$ cat config.mk
export PLATFORM = sky130hd
export DESIGN_NAME = fft_ctrl_in
export DESIGN_NICKNAME = d
export VERILOG_FILES = /design/src/rtl/fft_ctrl_pkg.sv /design/src/rtl/fft_ctrl_skid_fifo.sv /design/src/rtl/fft_ctrl_in.sv
export SDC_FILE = /design/constraint.sdc
export NUM_CORES = 1
export LEC_CHECK = 0
export ABC_AREA = 1
export CAP_MARGIN = 20
export CORE_MARGIN = 3
export CORE_UTILIZATION = 30
export CTS_CLUSTER_DIAMETER = 200
export DETAILED_ROUTE_END_ITERATION = 16
export PLACE_DENSITY_LB_ADDON = 0.3
export SYNTH_ARGS = -nofsm -noshare
export SYNTH_HDL_FRONTEND = slang
export SYNTH_SLANG_ARGS = --single-unit
$ cat constraint.sdc
create_clock -name CLK -period 5.5 [get_ports CLK]
set_input_delay 1.1 -clock CLK [delete_from_list [all_inputs] [get_ports CLK]]
set_output_delay 1.1 -clock CLK [all_outputs]
set_load 0.1 [all_outputs]
$ cat src/rtl/fft_ctrl_pkg.sv
// Shared constants for the FFT input controller: FSM encodings,
// skid FIFO geometry and the {real, imag} word packing.
package fft_ctrl_pkg;

  // Controller states
  localparam logic [1:0] ST_IDLE     = 2'd0;
  localparam logic [1:0] ST_STREAM   = 2'd1;
  localparam logic [1:0] ST_DRAIN    = 2'd2;
  localparam logic [1:0] ST_WAIT_OUT = 2'd3;

  // Skid FIFO: 4 entries, 2-bit pointers, 3-bit occupancy (0..4)
  localparam int FIFO_DEPTH = 4;
  localparam int FIFO_AW    = 2;
  localparam int FIFO_CW    = 3;

  // A RAM word carries two parts, real in the upper half, imag in the lower
  localparam int CPLX_PARTS = 2;

  // A read may be issued only if its data is guaranteed a FIFO slot
  function automatic logic can_issue(input logic [FIFO_CW-1:0] occ,
                                     input logic [FIFO_CW-1:0] inflight);
    return ({1'b0, occ} + {1'b0, inflight}) < 4'(FIFO_DEPTH);
  endfunction

endpackage

$ cat src/rtl/fft_ctrl_skid_fifo.sv
// 4-entry skid FIFO between the sample RAM read pipeline and the FFT sink.
// No write-to-read bypass: a word written into an empty FIFO is visible
// on the following cycle.
module fft_ctrl_skid_fifo
  import fft_ctrl_pkg::*;
#(
  parameter int W = 32
) (
  input  logic               CLK,
  input  logic               RST,
  input  logic               wr_en,
  input  logic [W-1:0]       wr_data,
  input  logic               rd_en,
  output logic [W-1:0]       rd_data,
  output logic               empty,
  output logic [FIFO_CW-1:0] count
);

  logic [W-1:0]         mem [FIFO_DEPTH];
  logic [FIFO_AW-1:0]   wr_ptr, rd_ptr;
  logic                 do_wr, do_rd;

  // Writer never exceeds capacity because reads are only issued with a free
  // slot reserved; the full guard just keeps the storage consistent.
  assign do_wr   = wr_en && (count != FIFO_CW'(FIFO_DEPTH));
  assign do_rd   = rd_en && !empty;
  assign empty   = (count == '0);
  assign rd_data = mem[rd_ptr];

  // Storage, pointers and occupancy
  always_ff @(posedge CLK or posedge RST) begin
    if (RST) begin
      wr_ptr <= '0;
      rd_ptr <= '0;
      count  <= '0;
      for (int i = 0; i < FIFO_DEPTH; i++) mem[i] <= '0;
    end else begin
      if (do_wr) begin
        mem[wr_ptr] <= wr_data;
        wr_ptr      <= wr_ptr + 1'b1;
      end
      if (do_rd) rd_ptr <= rd_ptr + 1'b1;
      count <= count + FIFO_CW'(do_wr) - FIFO_CW'(do_rd);
    end
  end

endmodule

$ cat src/rtl/fft_ctrl_in.sv
// FFT input controller: streams one 2^ADDR_WIDTH-point frame from the
// sample RAM into the FFT sink with backpressure, then waits for the
// FFT to emit its output eop before reporting done.
module fft_ctrl_in
  import fft_ctrl_pkg::*;
#(
  parameter int ADDR_WIDTH = 10,
  parameter int DATA_WIDTH = 16,
  parameter int RD_LAT     = 2
) (
  input  logic                           CLK,
  input  logic                           RST,
  input  logic                           start,
  input  logic                           inverse_in,
  output logic                           busy,
  output logic                           done,
  output logic [ADDR_WIDTH-1:0]          rd_addr,
  input  logic [CPLX_PARTS*DATA_WIDTH-1:0] rd_data,
  output logic                           sink_valid,
  output logic                           sink_sop,
  output logic                           sink_eop,
  input  logic                           sink_ready,
  output logic [DATA_WIDTH-1:0]          sink_real,
  output logic [DATA_WIDTH-1:0]          sink_imag,
  output logic [1:0]                     sink_error,
  output logic                           sink_inverse,
  input  logic                           src_eop_valid
);

  localparam int                  WW   = CPLX_PARTS * DATA_WIDTH;
  localparam logic [ADDR_WIDTH-1:0] LAST = '1;

  logic [1:0]            state;
  logic [ADDR_WIDTH-1:0] rd_idx;
  logic [ADDR_WIDTH-1:0] beat;
  // vld_pipe[k] marks a read issued k cycles ago; bit RD_LAT lines up with rd_data
  logic [RD_LAT:1]       vld_pipe;
  logic [FIFO_CW-1:0]    inflight;
  logic [FIFO_CW-1:0]    fifo_cnt;
  logic                  fifo_empty;
  logic [WW-1:0]         fifo_head;
  logic                  issue, xfer;

  assign inflight = FIFO_CW'($countones(vld_pipe));
  assign issue    = (state == ST_STREAM) && can_issue(fifo_cnt, inflight);
  assign xfer     = sink_valid && sink_ready;

  assign busy       = (state != ST_IDLE);
  assign done       = (state == ST_WAIT_OUT) && src_eop_valid;
  assign rd_addr    = rd_idx;
  assign sink_valid = !fifo_empty;
  assign sink_sop   = sink_valid && (beat == '0);
  assign sink_eop   = sink_valid && (beat == LAST);
  assign sink_real  = sink_valid ? fifo_head[WW-1:DATA_WIDTH] : '0;
  assign sink_imag  = sink_valid ? fifo_head[DATA_WIDTH-1:0]  : '0;
  assign sink_error = 2'b00;

  // Frame sequencing and read address generation
  always_ff @(posedge CLK or posedge RST) begin
    if (RST) begin
      state        <= ST_IDLE;
      rd_idx       <= '0;
      sink_inverse <= 1'b0;
    end else begin
      case (state)
        ST_IDLE: if (start) begin
          state        <= ST_STREAM;
          rd_idx       <= '0;
          sink_inverse <= inverse_in;
        end
        // Address holds at LAST after the final read instead of wrapping
        ST_STREAM: if (issue) begin
          if (rd_idx == LAST) state  <= ST_DRAIN;
          else                rd_idx <= rd_idx + 1'b1;
        end
        ST_DRAIN:    if (xfer && sink_eop) state <= ST_WAIT_OUT;
        ST_WAIT_OUT: if (src_eop_valid)    state <= ST_IDLE;
        default:     state <= ST_IDLE;
      endcase
    end
  end

  // Read-latency tracker: a token per issued read, retired on FIFO write
  always_ff @(posedge CLK or posedge RST) begin
    if (RST) begin
      vld_pipe <= '0;
    end else begin
      vld_pipe[1] <= issue;
      for (int k = 2; k <= RD_LAT; k++) vld_pipe[k] <= vld_pipe[k-1];
    end
  end

  // Output beat counter for sop/eop framing; restarts on every new frame
  always_ff @(posedge CLK or posedge RST) begin
    if (RST)                               beat <= '0;
    else if ((state == ST_IDLE) && start)  beat <= '0;
    else if (xfer)                         beat <= beat + 1'b1;
  end

  fft_ctrl_skid_fifo #(.W(WW)) u_fifo (
    .CLK     (CLK),
    .RST     (RST),
    .wr_en   (vld_pipe[RD_LAT]),
    .wr_data (rd_data),
    .rd_en   (sink_ready),
    .rd_data (fifo_head),
    .empty   (fifo_empty),
    .count   (fifo_cnt)
  );

endmodule
==> run_results.csv <==
group,metric,value,unit
timing,tightest_slew,0.9771,ns
die,die_h,164.9,um
detailed_routing,wirelength,18650,um
synth,ys_ff_latch,160,
cts,clock-sinks,160,
global_routing,gr-usage-all-layers,0.1444,
timing,layout_min_cycle_time,3.896,ns
timing,hold_viol,0,
synth,synth-edff-count,0,
die,die_area,27180,sq um
hold_path,hp-start,"vld_pipe[1]",
placed_design,port_buffers,85,
synth,netlist_top_cells_count,"o21ai_0 (210), nand2_1 (180), dfrtp_1 (160), nor2_1 (145), inv_1 (67)",
detailed_routing,firstDrtPassIters,5,
detailed_routing,detail_route.drc_violations,0,
hold_path,worstHoldPathType,"reg -> reg",
die,start_util,0.3086,
synth,ys_warn_count,0,
timing,fin_crit_sh,0.7084,
synth,yosys.area.top_type_share,0.5288,
cts,ctsRootBufferMaster,"clkbuf_16",
synth,synth_top_area_cell,"dfrtp_1",
detailed_routing,vias_per_cell,4.635,
finish,antenna_cells,0,
cts,cts_setup_buffers,0,
die,die_w,164.9,um
cts,clk_latency,0.43,ns
synth,synthCells,929,
synth,ys.flop_type,"dfrtp_1",
cts,cts_made_buffers,17,
synth,syn_avg_cell_area,8.150,sq um
synth,ys_seq_area_frac,0.5288,
finish,layout-drive-gt1-share,0.09851,
global_routing,antenna_found_initial,2,
worst_setup_path,cp-end-kind,"primary output",
placed_design,finalWeightedCongestion,0.8276,
finish,area_growth,21.32,%
placed_design,place_hpwl,10940,um
global_routing,grt_pass1_wl,31160,um
timing,clock.fmax,256.7,MHz
cts,post_cts_resized,0,
cts,cts_hold_buf,0,
die,rows,57,
synth,synth.area.top_cells,"dfrtp_1 (53%), o21ai_0 (14%), nand2_1 (8.9%)",
finish,fin_nets,1046,
cts,clkTransAtPathRegs,0.06,ns
worst_setup_path,cp_max_fo,2,
worst_setup_path,cp.arrival,2.80,ns
cts,cts_tree,"built",
cts,h-tree-depth,4,
timing,fin_worst_skew,0.007614,ns
timing,setup_violations,0,
timing,maxSlewViolCount,0,
flow_run,maxCapViolCount,0,
worst_setup_path,startpoint_type,"input port",
die,coreArea,24530,sq um
synth,syn_area,7571,sq um
synth,synth-async-reset-ratio,1.000,
global_routing,grt_max_degree,109,
finish,fill_cells,2566,
detailed_routing,dr_total_vias,6160,
detailed_routing,antenna_left,0,
global_routing,overflow,0,
synth,synth.most_common_cell,"o21ai_0",
global_routing,grt_pass1_vias,6112,
die,io_pins,88,
timing,slew_headroom,0.3466,
worst_setup_path,critPathRequiredTime,4.40,ns
detailed_routing,initialDrtViolationCount,473,
detailed_routing,routedWlPerCell,14.03,um
synth,netlist-cell-type-count,34,
timing,grt_setup_unrepaired,"no",
cts,cts_buffer_depth,2,
worst_setup_path,worstSetupPathType,"in -> out",
worst_setup_path,worstReg2RegStart,"u_fifo.count[1]",
worst_setup_path,critPathLaunch,"src_eop_valid",
timing,fin_setup_tns,0,ns
run_status,outcome,"finished, final reports clean",
-- routing by layer --
layer  up-vias  share of wire  global-route usage
met2       119           0.45              0.2309
li1       3134              -                   -
met3        20          0.063             0.04791
met5         -         0.0014                   0
met4         4         0.0094             0.03431
met1      2883           0.47              0.1900
-- worst max-delay path: stages --
cell and delay [ns]:
clkdlybuf4s50_1 0.47, nand2_1 0.05, inv_1 0.05, clkdlybuf4s50_1 1.12
-- cell type report --
cell class / count / area [sq um] / share of cell area
clock inverters: 14 / 131.4 / 0.01430
well taps: 324 / 405.4 / 0.04414
multi-input cells: 646 / 3043 / 0.3313
flip-flops and latches: 160 / 4005 / 0.4360
clock buffers: 18 / 429.2 / 0.04672
inverters: 70 / 267.8 / 0.02915
repair buffers: 97 / 903.4 / 0.09835
-- flip-flops by register name, summed over array words and instances (netlist names) --
| name | cells |
|---|---|
| u_fifo.mem | 128 |
| beat | 10 |
| rd_addr | 10 |
| u_fifo.count | 3 |
| state | 2 |
| u_fifo.rd_ptr | 2 |
| u_fifo.wr_ptr | 2 |
| vld_pipe | 2 |
| sink_inverse | 1 |
-- cell families (layout without fill, tap and decap cells) --
kind of cell,count (synthesis),count (layout),share of synthesized area
multiplexers,1,1,0.001487
XOR/XNOR,6,6,0.006941
adder cells (fa/ha/maj),16,16,0.02743
AND/OR/NAND/NOR,369,369,0.1967
other,1,2,0.0004953
AO/OA/AOI/OAI,252,252,0.1684
flip-flops,160,160,0.5288
buffers and inverters,124,199,0.06974
-- final timing paths --
kind	endpoint	slack [ns]	depth (start not counted)
worst max-delay path	done	1.60	4
worst min-delay path	vld_pipe[2]	0.39	0
worst max register to register	u_fifo.count[2]	3.44	9
min in group asynchronous	u_fifo.mem[65]	1.07	2
worst min register to register	vld_pipe[2]	0.39	0
max in group asynchronous	u_fifo.mem[108]	3.30	4
-- layout by cell type (no fill, tap or decap), drive strengths merged, types with 2 or more instances in the layout --
master and count:
nor3 5, xnor2 2, dfrtp 160, nor2 146, nand2 189, clkinvlp 4
ha 15, buf 45, clkinv 5, conb 2, nand4 8, nand3 11
a21oi 36, xor2 4, clkbuf 18, nand3b 3, clkdlybuf4s50 52, inv 74
o21ai 213, or2 5
-- through the flow --
| stage | hold WS, ns | setup slack [ns] | util | instances | instance area [sq um] |
|---|---|---|---|---|---|
| floorplan | 0.3597 | 0.08008 | - | 930 | 7575 |
| global placement | 0.3762 | 1.600 | 0.3488 | 1294 | 8557 |
| detailed placement | 0.3828 | 1.606 | 0.3488 | 1294 | 8557 |
| CTS | 0.3974 | 1.600 | 0.3716 | 1326 | 9117 |
| global route | 0.4050 | 1.555 | 0.3744 | 1329 | 9185 |
| finish | 0.3909 | 1.604 | 0.3744 | 1329 | 9185 |
Power is not shown: default switching activity piles up to over one toggle a cycle in this logic, so the estimate is an artifact.
